**src/rtl/debug_tx_serializer_if.sv**
```systemverilog
// rtl/debug_tx_serializer_if.sv - handshake bundle between serializer, debug FSM, database and uart tx
interface debug_tx_serializer_if #(
    parameter int LONGITUD_INSTRUCCION       = 32,
    parameter int OUTPUT_WORD_LENGTH         = 8,
    parameter int CANT_BITS_CONTROL_DATABASE = 3
);
    logic                                  i_start;
    logic                                  i_tx_done;
    logic [LONGITUD_INSTRUCCION-1:0]       i_dato_database;
    logic [CANT_BITS_CONTROL_DATABASE-1:0] o_control_database;
    logic                                  o_tx_start;
    logic [OUTPUT_WORD_LENGTH-1:0]         o_data_tx;
    logic                                  o_busy;
    logic                                  o_done;
    logic                                  o_error;

    modport master (
        input  i_start, i_tx_done, i_dato_database,
        output o_control_database, o_tx_start, o_data_tx, o_busy, o_done, o_error
    );

    modport slave (
        output i_start, i_tx_done, i_dato_database,
        input  o_control_database, o_tx_start, o_data_tx, o_busy, o_done, o_error
    );
endinterface

```
**src/rtl/debug_tx_serializer.sv**
```systemverilog
// rtl/debug_tx_serializer.sv - walks database entries and feeds their bytes MSB first to the uart tx
module debug_tx_serializer #(
    parameter int LONGITUD_INSTRUCCION       = 32,
    parameter int OUTPUT_WORD_LENGTH         = 8,
    parameter int CANT_BITS_CONTROL_DATABASE = 3,
    parameter int CANT_DATOS                 = 5,
    parameter int TIMEOUT_CICLOS             = 100000
) (
    input  logic                  i_clock,
    input  logic                  i_reset,
    debug_tx_serializer_if.master bus
);
    localparam int NB  = LONGITUD_INSTRUCCION / OUTPUT_WORD_LENGTH;
    localparam int BCW = (NB > 1) ? $clog2(NB) : 1;
    localparam int CBW = CANT_BITS_CONTROL_DATABASE;
    localparam int TW  = $clog2(TIMEOUT_CICLOS + 1);

    typedef enum logic [2:0] {
        IDLE,
        SEL0,
        SEL1,
        SEND,
        WAIT,
        FIN,
        ABORT
    } state_t;

    state_t                          state;
    logic [LONGITUD_INSTRUCCION-1:0] shift;
    logic [BCW-1:0]                  byte_cnt;
    logic [CBW-1:0]                  idx;
    logic [TW-1:0]                   tmo;
    logic                            tx_done_q;
    logic                            done_edge;

    // Only a fresh rising edge counts, so a level left high by the tx is never mistaken for a completion.
    assign done_edge = bus.i_tx_done & ~tx_done_q;

    // Transfer sequencer: select entry, capture word, send bytes, track timeout; all outputs registered.
    always_ff @(posedge i_clock or negedge i_reset) begin
        if (!i_reset) begin
            state                  <= IDLE;
            shift                  <= '0;
            byte_cnt               <= '0;
            idx                    <= '0;
            tmo                    <= '0;
            tx_done_q              <= 1'b0;
            bus.o_control_database <= '0;
            bus.o_tx_start         <= 1'b0;
            bus.o_data_tx          <= '0;
            bus.o_busy             <= 1'b0;
            bus.o_done             <= 1'b0;
            bus.o_error            <= 1'b0;
        end else begin
            tx_done_q      <= bus.i_tx_done;
            bus.o_tx_start <= 1'b0;
            bus.o_done     <= 1'b0;
            bus.o_error    <= 1'b0;
            case (state)
                IDLE: begin
                    if (bus.i_start) begin
                        idx                    <= '0;
                        bus.o_control_database <= CBW'(1);
                        bus.o_busy             <= 1'b1;
                        state                  <= SEL0;
                    end
                end
                SEL0: begin
                    // Database output is registered; give it a cycle to follow the new select.
                    state <= SEL1;
                end
                SEL1: begin
                    shift    <= bus.i_dato_database;
                    byte_cnt <= '0;
                    state    <= SEND;
                end
                SEND: begin
                    bus.o_tx_start <= 1'b1;
                    bus.o_data_tx  <= shift[LONGITUD_INSTRUCCION-1 -: OUTPUT_WORD_LENGTH];
                    tmo            <= '0;
                    state          <= WAIT;
                end
                WAIT: begin
                    if (done_edge) begin
                        if (byte_cnt < BCW'(NB - 1)) begin
                            shift    <= shift << OUTPUT_WORD_LENGTH;
                            byte_cnt <= byte_cnt + BCW'(1);
                            state    <= SEND;
                        end else if (idx < CBW'(CANT_DATOS - 1)) begin
                            idx                    <= idx + CBW'(1);
                            bus.o_control_database <= idx + CBW'(2);
                            state                  <= SEL0;
                        end else begin
                            bus.o_done <= 1'b1;
                            state      <= FIN;
                        end
                    end else if (tmo == TW'(TIMEOUT_CICLOS - 1)) begin
                        bus.o_error <= 1'b1;
                        state       <= ABORT;
                    end else begin
                        tmo <= tmo + TW'(1);
                    end
                end
                FIN, ABORT: begin
                    bus.o_control_database <= '0;
                    bus.o_busy             <= 1'b0;
                    state                  <= IDLE;
                end
                default: begin
                    state <= IDLE;
                end
            endcase
        end
    end
endmodule

```
**src/flat_wrapper.sv**
```systemverilog
// flat-port wrapper written by rule: the top's interface ports become plain ports
module debug_tx_serializer_flat 
#(
    parameter int LONGITUD_INSTRUCCION       = 32,
    parameter int OUTPUT_WORD_LENGTH         = 8,
    parameter int CANT_BITS_CONTROL_DATABASE = 3,
    parameter int CANT_DATOS                 = 5,
    parameter int TIMEOUT_CICLOS             = 100000
)
  (i_clock, i_reset, bus_i_start, bus_i_tx_done, bus_i_dato_database, bus_o_control_database, bus_o_tx_start, bus_o_data_tx, bus_o_busy, bus_o_done, bus_o_error);
  debug_tx_serializer_if #(.LONGITUD_INSTRUCCION(LONGITUD_INSTRUCCION), .OUTPUT_WORD_LENGTH(OUTPUT_WORD_LENGTH), .CANT_BITS_CONTROL_DATABASE(CANT_BITS_CONTROL_DATABASE)) bus_i ();
  input  logic i_clock;
  input  logic i_reset;
  input wire logic [$bits(bus_i.i_start)-1:0] bus_i_start;
  input wire logic [$bits(bus_i.i_tx_done)-1:0] bus_i_tx_done;
  input wire logic [$bits(bus_i.i_dato_database)-1:0] bus_i_dato_database;
  output wire logic [$bits(bus_i.o_control_database)-1:0] bus_o_control_database;
  output wire logic [$bits(bus_i.o_tx_start)-1:0] bus_o_tx_start;
  output wire logic [$bits(bus_i.o_data_tx)-1:0] bus_o_data_tx;
  output wire logic [$bits(bus_i.o_busy)-1:0] bus_o_busy;
  output wire logic [$bits(bus_i.o_done)-1:0] bus_o_done;
  output wire logic [$bits(bus_i.o_error)-1:0] bus_o_error;
  assign bus_i.i_start = bus_i_start;
  assign bus_i.i_tx_done = bus_i_tx_done;
  assign bus_i.i_dato_database = bus_i_dato_database;
  assign bus_o_control_database = bus_i.o_control_database;
  assign bus_o_tx_start = bus_i.o_tx_start;
  assign bus_o_data_tx = bus_i.o_data_tx;
  assign bus_o_busy = bus_i.o_busy;
  assign bus_o_done = bus_i.o_done;
  assign bus_o_error = bus_i.o_error;
  debug_tx_serializer #(.LONGITUD_INSTRUCCION(LONGITUD_INSTRUCCION), .OUTPUT_WORD_LENGTH(OUTPUT_WORD_LENGTH), .CANT_BITS_CONTROL_DATABASE(CANT_BITS_CONTROL_DATABASE), .CANT_DATOS(CANT_DATOS), .TIMEOUT_CICLOS(TIMEOUT_CICLOS)) u_core (.i_clock(i_clock), .i_reset(i_reset), .bus(bus_i));
endmodule
```
**config.mk**
```make
export PLATFORM = sky130hd
export DESIGN_NAME = debug_tx_serializer_flat
export DESIGN_NICKNAME = d
export VERILOG_FILES = /design/src/rtl/debug_tx_serializer_if.sv /design/src/rtl/debug_tx_serializer.sv /design/src/flat_wrapper.sv
export SDC_FILE = /design/constraint.sdc
export NUM_CORES = 1
export LEC_CHECK = 0
export CAP_MARGIN = 20
export CORE_MARGIN = 3
export CORE_UTILIZATION = 30
export CTS_CLUSTER_SIZE = 16
export DETAILED_ROUTE_END_ITERATION = 8
export DONT_BUFFER_PORTS = 1
export GPL_ROUTABILITY_DRIVEN = 0
export PLACE_DENSITY_LB_ADDON = 0.15
export REMOVE_ABC_BUFFERS = 1
export SYNTH_ARGS = -nofsm -noshare
export SYNTH_HDL_FRONTEND = slang
export SYNTH_SLANG_ARGS = --single-unit
export TNS_END_PERCENT = 50
```
**constraint.sdc**
```tcl
create_clock -name i_clock -period 4 [get_ports i_clock]
set_input_delay 0.4 -clock i_clock [delete_from_list [all_inputs] [get_ports i_clock]]
set_output_delay 0.4 -clock i_clock [all_outputs]
set_load 0.01 [all_outputs]
```
==> metrics.cfg, run 1 <==
[setup_path]
worstSetupStartpointType=register
rrSetupSlack_ns=1.63
end_kind=register
cp.arrival_ns=2.62
path_max_fanout=31
critical_path_required_ns=4.25
criticalPathCategory=reg -> reg

[yosys]
syn_avg_cell_area_um2=10.2
synth-seq-cells=73
syn_inst=341
ys.flop_type=dfrtp_1
ys_types=49
yosysSeqAreaShare=0.526
synth_most_common_cell=dfrtp_1
synthesis.area_um2=3480
synth_top_area_cell=dfrtp_1
synth_top_area_share=0.526
yosys_warnings=0
synth.area.top_cells=dfrtp_1 (53%), mux2i_1 (9.2%), nand2_1 (7.5%)
synth_edf_count=0
synth_commonest_cells=dfrtp_1 (73), nand2_1 (69), mux2i_1 (32)
async_flop_share=1.00

[run_status]
status=complete, no violations

[cts]
numCtsBuffers=9
root_buffer=clkbuf_16
cts_setup_buffers=0
cts_hold_buffers=2
post_cts_resized=0
cts_tree=yes
worstSkewPairLatency_ns=0.33
clk_pin_slew_ns=0.05
h-tree-depth=3
clk_path_buf_depth=2
numClockSinks=73

[grt]
grt_pass1_vias=2501
grt_pass1_wl_um=13300
antenna_found_initial=0
grt_overflow=0
grt_max_degree=74
grt_util_all_layers=0.131

[power_and_ir_drop]
p_switching_mw=0.888
p_seq_frac=0.439
swShare=0.337
clock_power_share=0.301
ir_worst_vdd_mv=0.287
powerDensity_nw_per_um2=670
power_frac_comb=0.260
p_leak_nw=1.68
power.internal_mw=1.75

[final_layout]
multiInputGateArea_um2=1550
drive_gt1_frac=0.0783
nets=379
diodes=0
area.growth.synth_to_final_pct=13.2
fillers=1138
register_area_um2=1830
fin_util=0.355

[die]
rows=38
die_h_um=114
dieWidth_um=114
io_pins=51
start_util=0.314
coreArea_um2=11100
die_area_um2=12900

[routing]
drt_iter0_drc=91
dr.pass1.iters=4
vias=2454
post_drt_via_cell_ratio=5.06
wl_per_cell_um=16.1
route.detailed.drc=0
ant_nets=0
wl_um=7800

[timing]
setup-tns-final_ns=0
setup_viol=0
period_share=0.592
rsz0062_at_grt=no
min_period_ns=2.37
slew_violations=0
skew_ns=0.00258
slew_headroom=0.549
hold_viol_final=0
worst_slew_pin_slew_ns=0.667
fmax_ghz=0.422

[placed_design]
port_buffers=0
place.detailed.hpwl_um=5020

[flow_run]
drv_cap=0

[min_path]
hold_class=in -> reg

-- power by group through the flow --
| stage | clock (mW) | sequential, mW | combinational, mW |
|---|---|---|---|
| final | 0.793 | 1.16 | 0.685 |
| after floorplan | 0 | 1.13 | 0.524 |
| after global routing | 0.851 | 1.20 | 0.792 |
| after detailed placement | 0 | 1.18 | 0.678 |
| after global placement | 0 | 1.16 | 0.667 |
| after CTS | 0.818 | 1.16 | 0.702 |
-- flip-flops by register name, indices dropped and copies added (netlist names) --
name,flops
u_core.bus.o_busy,1
u_core.tmo,17
u_core.shift,32
u_core.bus.o_data_tx,8
u_core.tx_done_q,1
u_core.bus.o_done,1
u_core.byte_cnt,2
u_core.state,3
u_core.bus.o_error,1
u_core.idx,3
u_core.bus.o_control_database,3
u_core.bus.o_tx_start,1
-- area by class of cell --
cell class | count | area share
Clock buffer | 13 | 0.0636
Multi-Input combinational cell | 243 | 0.393
Inverter | 6 | 0.00572
Clock inverter | 3 | 0.0102
Tap cell | 140 | 0.0445
Timing Repair Buffer | 7 | 0.0184
Sequential cell | 73 | 0.464
-- per-layer routing --
metal | vias up | GRT usage | routed length [um]
met5 | - | 0 | 0
met2 | 47 | 0.197 | 3410
met1 | 1162 | 0.176 | 3870
met3 | 11 | 0.0419 | 381
met4 | 0 | 0.0529 | 137
li1 | 1234 | - | -
-- path summary, 6_finish.rpt --
kind	from	endpoint	depth (start not counted)
min in group asynchronous	i_reset	u_core.shift[31]	2
hold reg to reg	u_core.shift[30]	u_core.bus.o_data_tx[6]	2
hold / removal	bus_i_tx_done	u_core.tx_done_q	0
max in group asynchronous	i_reset	u_core.idx[0]	2
setup reg to reg	u_core.state[2]	u_core.tmo[14]	5
setup / recovery	u_core.state[2]	u_core.tmo[14]	5
-- logic make-up (layout without fill, tap and decap cells) --
group,count (synthesis),after routing,synth area share
and+or+nand+nor,126,126,0.188
AOI/OAI and AO/OA,81,81,0.147
DFF,73,73,0.526
muxes,32,32,0.0922
buffers and inverters,25,29,0.0346
adders and majority gates,3,3,0.0108
xor gates and xnor gates,1,1,0.00252
-- worst max-delay path: stages, from the launching register on --
cell     delay (ns)
dfrtp_1        0.65
nor3b_4        0.29
buf_4          0.46
nand4_1        0.32
or3_1          0.42
a21oi_1        0.14
-- layout by cell type, fill, tap and decap left out, types with 4 or more instances in the layout --
cell,n
a22o_1,10
and4_1,5
nand2_1,69
a31oi_1,7
nand3_1,8
o21ai_1,25
mux2i_1,32
o21ai_0,10
dfrtp_1,73
nand2b_1,5
a21oi_1,10
inv_1,6
nor2_1,7
buf_4,4
clkbuf_16,9
-- stage by stage --
stage,cells,power [mW],area [um2],worst slack [ns],hold slack (ns)
floorplan,322,1.65,3380,0.660,0.104
global placement,466,1.83,3600,1.71,0.107
detailed placement,466,1.85,3600,1.61,0.107
CTS,484,2.68,3930,1.58,0.0765
global route,485,2.84,3940,1.36,0.0742
finish,485,2.64,3940,1.63,0.0965
(Power assumes the default switching activity.)
==> inputs of run 2 (changes only) <==
- ABC_AREA: unset -> 1
- clock period: 4 -> 2.14 ns (I/O delays scaled with it)
==> run 2 against run 1 <==
Effect of this change:
- worst hold slack lost 0.059 ns
- first-iteration DRC count grew 41%
- clock skew up 0.0045 ns
- sequential share of layout area decreased by 4.6 points
- sequential cell count unchanged
- non-clock buffer count rose by 7
- final cell count is 35% higher
- via count up 20%
- clock power is 84% higher
- critical path depth increased by 5
- largest cell class unchanged
- largest power group unchanged
- highest routed layer unchanged
==> metrics.cfg, run 2 <==
[run_status]
status=complete, no violations  ; unchanged

[placed_design]
place.detailed.hpwl_um=5900  ; was 5020 um
placed_area_um2=4040  ; was 3600 um2
port_buffers=0  ; unchanged
pre_cts_ws_ns=0.276  ; was 1.61 ns

[die]
start_util=0.315  ; was 0.314
dieWidth_um=120  ; was 114 um
rows=40  ; was 38
die_area_um2=14300  ; was 12900 um2
die_h_um=120  ; was 114 um
io_pins=51  ; unchanged
coreArea_um2=12300  ; was 11100 um2

[power_and_ir_drop]
swShare=0.367  ; was 0.337
p_total_mw=5.36  ; was 2.64 mW
clock_power_share=0.273  ; was 0.301
ir_worst_vdd_mv=0.544  ; was 0.287 mV
power.internal_mw=3.39  ; was 1.75 mW
powerDensity_nw_per_um2=1230  ; was 670 nW/um2
p_seq_frac=0.383  ; was 0.439
p_leak_nw=2.04  ; was 1.68 nW
p_switching_mw=1.97  ; was 0.888 mW
power_frac_comb=0.344  ; was 0.260

[cts]
clk_path_buf_depth=2  ; unchanged
numCtsBuffers=9  ; unchanged
h-tree-depth=3  ; unchanged
post_cts_resized=0  ; unchanged
root_buffer=clkbuf_16  ; unchanged
cts_setup_buffers=0  ; unchanged
clk_pin_slew_ns=0.06  ; was 0.05 ns
cts_tree=yes  ; unchanged
worstSkewPairLatency_ns=0.33  ; about the same
numClockSinks=73  ; unchanged
cts_hold_buffers=3  ; was 2

[routing]
vias=2947  ; was 2454
post_drt_via_cell_ratio=4.50  ; was 5.06
ant_nets=0  ; unchanged
route.detailed.drc=0  ; unchanged
dr.pass1.iters=6  ; was 4
wl_per_cell_um=12.9  ; was 16.1 um
drt_iter0_drc=128  ; was 91
wl_um=8470  ; was 7800 um

[grt]
grt_pass1_wl_um=14200  ; was 13300 um
grt_pass1_vias=2842  ; was 2501
antenna_found_initial=0  ; unchanged
grt_overflow=0  ; unchanged
grt_max_degree=74  ; unchanged
grt_util_all_layers=0.126  ; was 0.131

[timing]
fmax_ghz=0.543  ; was 0.422 GHz
worst_slew_pin_slew_ns=0.380  ; was 0.667 ns
rsz0062_at_grt=no  ; unchanged
min_period_ns=1.84  ; was 2.37 ns
period_share=0.861  ; was 0.592
setup-tns-final_ns=0  ; unchanged
skew_ns=0.00704  ; was 0.00258 ns
slew_headroom=0.747  ; was 0.549
hold_viol_final=0  ; unchanged
setup_viol=0  ; unchanged
layout_setup_ws_ns=0.297  ; was 1.63 ns
slew_violations=0  ; unchanged

[min_path]
hold_class=in -> reg  ; unchanged
min_path_cells=2  ; was 0

[setup_path]
end_kind=register  ; unchanged
worstSetupStartpointType=register  ; unchanged
r2r_cells=10  ; was 5
path_max_fanout=10  ; was 31
cp.arrival_ns=2.05  ; was 2.62 ns
critical_path_required_ns=2.35  ; was 4.25 ns
criticalPathCategory=reg -> reg  ; unchanged
rrSetupSlack_ns=0.30  ; was 1.63 ns

[final_layout]
diodes=0  ; unchanged
largest_register_ffs=32  ; unchanged
stdcell_area_um2=4370  ; was 3940 um2
mostFrequentLayoutCell=nand2_1  ; was dfrtp_1
regMostFlops=u_core.shift  ; unchanged
nets=523  ; was 379
area.growth.synth_to_final_pct=12.8  ; was 13.2%
drive_gt1_frac=0.177  ; was 0.0783
mostFrequentLayoutCells=nand2_1 (119), dfrtp_1 (73), inv_1 (57), o21ai_0 (49), nor2_1 (33)  ; was dfrtp_1 (73), nand2_1 (69), mux2i_1 (32), o21ai_1 (25)
largestRegisters=u_core.shift (32), u_core.tmo (17), u_core.bus.o_data_tx (8)  ; unchanged

[yosys]
synth_top_area_share=0.471  ; was 0.526
async_flop_share=1.00  ; unchanged
synth.area.top_cells=dfrtp_1 (47%), nand2_1 (12%), o21ai_0 (6.3%)  ; was dfrtp_1 (53%), mux2i_1 (9.2%), nand2_1 (7.5%)
synth_commonest_cells=nand2_1 (119), dfrtp_1 (73), inv_1 (57)  ; was dfrtp_1 (73), nand2_1 (69), mux2i_1 (32)
yosys_warnings=0  ; unchanged
synth_top_area_cell=dfrtp_1  ; unchanged
syn_inst=479  ; was 341
synth_edf_count=0  ; unchanged
synthesis.area_um2=3880  ; was 3480 um2
synth_most_common_cell=nand2_1  ; was dfrtp_1
ys.flop_type=dfrtp_1  ; unchanged
syn_avg_cell_area_um2=8.09  ; was 10.2 um2
synth-seq-cells=73  ; unchanged
yosysSeqAreaShare=0.471  ; was 0.526
ys_types=31  ; was 49

[flow_run]
drv_cap=0  ; unchanged

==> run 2: area by class of cell <==
cell class,instances,area [um2]
clock buffers,11,243
clock inverters,3,42.5
fillers,1325,7940
inverters,64,243
multi-input cells,322,1660
flip-flops and latches,73,1830
well taps,168,210
repair buffers,14,143
==> run 2: cells by family after synthesis <==
kind of cell / synth area share
and+or+nand+nor: 0.250
AOI/OAI and AO/OA: 0.156
buffers and inverters: 0.0994
DFF: 0.471
xor gates and xnor gates: 0.0136
adders and majority gates: 0.00968
==> run 2: worst paths after layout <==
path                                         from                               end
setup / recovery                    u_core.tmo[0]                     u_core.tmo[7]
hold / removal             bus_i_dato_database[7]                   u_core.shift[7]
setup reg to reg                    u_core.tmo[0]                     u_core.tmo[7]
hold reg to reg                u_core.byte_cnt[1]                u_core.byte_cnt[1]
max in group asynchronous                 i_reset                   u_core.shift[9]
min in group asynchronous                 i_reset  u_core.bus.o_control_database[2]
==> run 2: power by group through the flow <==
stage               Sequential, mW  Clock (mW)  Combinational [mW]
floorplan                     2.05           0                1.37
global placement              2.08           0                1.81
detailed placement            2.09           0                1.84
CTS                           2.07        1.52                1.89
global route                  2.11        1.58                2.13
finish                        2.05        1.46                1.84
==> run 2: worst max-delay path, cell delays in order (launching register included) <==
cell	delay, ns
dfrtp_1	0.40
ha_1	0.27
nand2_1	0.09
inv_1	0.09
nand2_1	0.08
nor2_1	0.10
nand2_1	0.13
nand2_1	0.14
nand2_1	0.20
nand2_1	0.12
o21ai_0	0.08
==> run 2: layer usage <==
| metal | track usage | up-vias | part of all wire |
|---|---|---|---|
| li1 | - | 1526 | - |
| met4 | 0.0401 | 0 | 0.017 |
| met2 | 0.203 | 50 | 0.48 |
| met5 | 0 | - | 0 |
| met3 | 0.0401 | 11 | 0.039 |
| met1 | 0.161 | 1360 | 0.47 |
==> run 2: through the flow <==
step / utilization / instances / hold slack, ns
final: 0.355 / 655 / 0.0380
after global routing: 0.355 / 655 / 0.0295
after CTS: 0.355 / 655 / 0.0221
after detailed placement: 0.328 / 638 / -0.0780
after global placement: 0.328 / 638 / -0.0776
after floorplan: - / 459 / -0.0816
==> inputs of run 3 (changes only) <==
- ABC_AREA: 1 -> unset
==> run 3 against run 2 <==
Effect of this change:
- clock power hardly changed
- critical path type unchanged
- worst hold slack lost 0.018 ns
- global-route usage up 0.39 points
- register-to-register slack hardly changed
- highest routed layer unchanged
- final cell count down 25%
- total power is 6.0% lower
==> metrics.cfg, run 3 (same netlist as run 1, synthesis figures left out) <==
[run_status]
status=complete, no violations  ; unchanged

[cts]
worstSkewPairLatency_ns=0.33  ; about the same
root_buffer=clkbuf_16  ; unchanged
cts_tree=yes  ; unchanged
clk_path_buf_depth=2  ; unchanged
numClockSinks=73  ; unchanged
h-tree-depth=3  ; unchanged
clk_pin_slew_ns=0.06  ; about the same
numCtsBuffers=9  ; unchanged

[final_layout]
mostFrequentLayoutCell=dfrtp_1  ; was nand2_1
finalNonFillerCells=494  ; was 655
fin_util=0.363  ; was 0.355
nets=388  ; was 523
fillers=1087  ; was 1325
regMostFlops=u_core.shift  ; unchanged
largestRegisters=u_core.shift (32), u_core.tmo (17), u_core.bus.o_data_tx (8)  ; unchanged
mostFrequentLayoutCells=dfrtp_1 (73), nand2_1 (69), mux2i_1 (32), o21ai_1 (25), buf_4 (12)  ; was nand2_1 (119), dfrtp_1 (73), inv_1 (57), o21ai_0 (49), nor2_1 (33)
diodes=0  ; unchanged
largest_register_ffs=32  ; unchanged
area.growth.synth_to_final_pct=15.8  ; was 12.8%
drive_gt1_frac=0.105  ; was 0.177

[setup_path]
path_max_fanout=8  ; was 10
critical_path.max_stage_delay_ns=0.41  ; was 0.40 ns
criticalPathCategory=reg -> reg  ; unchanged
cp_top_family=simple AND/OR/NAND/NOR gates  ; unchanged
worst_path_max_delay_cell=or3_1  ; was dfrtp_1
worstSetupStartpointType=register  ; unchanged
end_kind=register  ; unchanged
crit_buf_inv=0  ; was 1
rrSetupSlack_ns=0.31  ; was 0.30 ns
path_cells=ha_1 > and4_1 > nand4_1 > or3_1 > a21oi_1  ; was ha_1 > nand2_1 > inv_1 > nand2_1 > nor2_1 > nand2_1 > nand2_1 > nand2_1 > nand2_1 > o21ai_0
cp.arrival_ns=2.08  ; was 2.05 ns
critical_path_required_ns=2.39  ; was 2.35 ns

[grt]
grt_pass1_wl_um=13400  ; was 14200 um
grt_pass1_vias=2492  ; was 2842
antenna_found_initial=0  ; unchanged
grt_overflow=0  ; unchanged
grt_max_degree=74  ; unchanged
grt_util_all_layers=0.130  ; was 0.126

[die]
die_h_um=114  ; was 120 um
die_area_um2=12900  ; was 14300 um2
start_util=0.314  ; was 0.315
dieWidth_um=114  ; was 120 um
io_pins=51  ; unchanged
coreArea_um2=11100  ; was 12300 um2
rows=38  ; was 40

[timing]
rsz0062_at_grt=no  ; unchanged
min_period_ns=1.83  ; was 1.84 ns
fmax_ghz=0.546  ; was 0.543 GHz
timing.hold.ws_ns=0.0203  ; was 0.0380 ns
setup_viol=0  ; unchanged
setup-tns-final_ns=0  ; unchanged
slew_violations=0  ; unchanged
hold_viol_final=0  ; unchanged
skew_ns=0.00638  ; was 0.00704 ns
slew_headroom=0.672  ; was 0.747
layout_setup_ws_ns=0.308  ; was 0.297 ns
worst_slew_pin_slew_ns=0.486  ; was 0.380 ns
period_share=0.856  ; was 0.861

[placed_design]
dpl.cell_count=475  ; was 638
place.detailed.hpwl_um=5110  ; was 5900 um
pre_cts_ws_ns=0.328  ; was 0.276 ns
port_buffers=0  ; unchanged

[routing]
wl_um=7790  ; was 8470 um
vias=2471  ; was 2947
dr.pass1.iters=4  ; was 6
post_drt_via_cell_ratio=5.00  ; was 4.50
ant_nets=0  ; unchanged
route.detailed.drc=0  ; unchanged
wl_per_cell_um=15.8  ; was 12.9 um
drt_iter0_drc=157  ; was 128

[power_and_ir_drop]
powerDensity_nw_per_um2=1250  ; was 1230 nW/um2
ir_worst_vdd_mv=0.592  ; was 0.544 mV
p_leak_nw=1.73  ; was 2.04 nW

[min_path]
hold_class=in -> reg  ; unchanged

[flow_run]
drv_cap=0  ; unchanged

-- run 3: changes by cell type in the layout (fill, tap and decap cells not counted), sizes merged, moves of 6 or more --
cell	previous run	this run
nand2	139	69
inv	64	6
o21ai	87	35
mux2i	0	32
nor2	37	8
nand3	31	8
a22o	0	10
a21oi	3	10
a31oi	1	7
xor2	6	0
-- run 3: metal layers --
metal,up-vias,global-route usage,routed length [um]
li1,1236,-,-
met1,1182,0.180,3810
met2,44,0.192,3520
met3,9,0.0403,350
met4,0,0.0433,110
met5,-,0,0
-- run 3: worst register-to-register path, cell delays in order, from the launching register on --
cell and delay, ns:
dfrtp_1 0.38, ha_1 0.20, and4_1 0.34, nand4_1 0.28, or3_1 0.41, a21oi_1 0.15
-- run 3: layout make-up --
cell class | instances | area [um2] | share of cell area
multi-input combinational | 243 | 1550 | 0.385
clock inverter | 2 | 10.0 | 0.00249
inverter | 6 | 22.5 | 0.00560
clock buffer | 14 | 284 | 0.0706
sequential | 73 | 1830 | 0.454
timing repair buffer | 16 | 158 | 0.0392
tap | 140 | 175 | 0.0435
-- run 3: worst paths after layout --
check | depth (start not counted) | end | from
max | 5 | u_core.tmo[14] | u_core.tmo[0]
max in group asynchronous | 2 | u_core.tx_done_q | i_reset
min | 1 | u_core.shift[3] | bus_i_dato_database[3]
min reg2reg | 2 | u_core.bus.o_data_tx[5] | u_core.shift[29]
min in group asynchronous | 2 | u_core.tmo[14] | i_reset
max reg2reg | 5 | u_core.tmo[14] | u_core.tmo[0]
-- run 3: what timing repair did --
item | in CTS | in global routing
endpoints found under the hold margin | 74 | 0
hold buffers | 3 | 0
resized for setup | 0 | 0
setup buffers | 0 | 0
-- run 3: stage by stage --
| step | power [mW] | cell area [um2] |
|---|---|---|
| after CTS | 5.13 | 4020 |
| after global placement | 3.56 | 3680 |
| after detailed placement | 3.59 | 3680 |
| final | 5.04 | 4020 |
| after floorplan | 3.09 | 3380 |
| after global routing | 5.42 | 4020 |
-- run 3: where the power goes --
| part | leakage (nW) | switching, mW | internal [mW] |
|---|---|---|---|
| Combinational | 0.636 | 0.836 | 0.626 |
| Sequential | 0.948 | 0.299 | 1.81 |
| Clock | 0.149 | 0.555 | 0.908 |
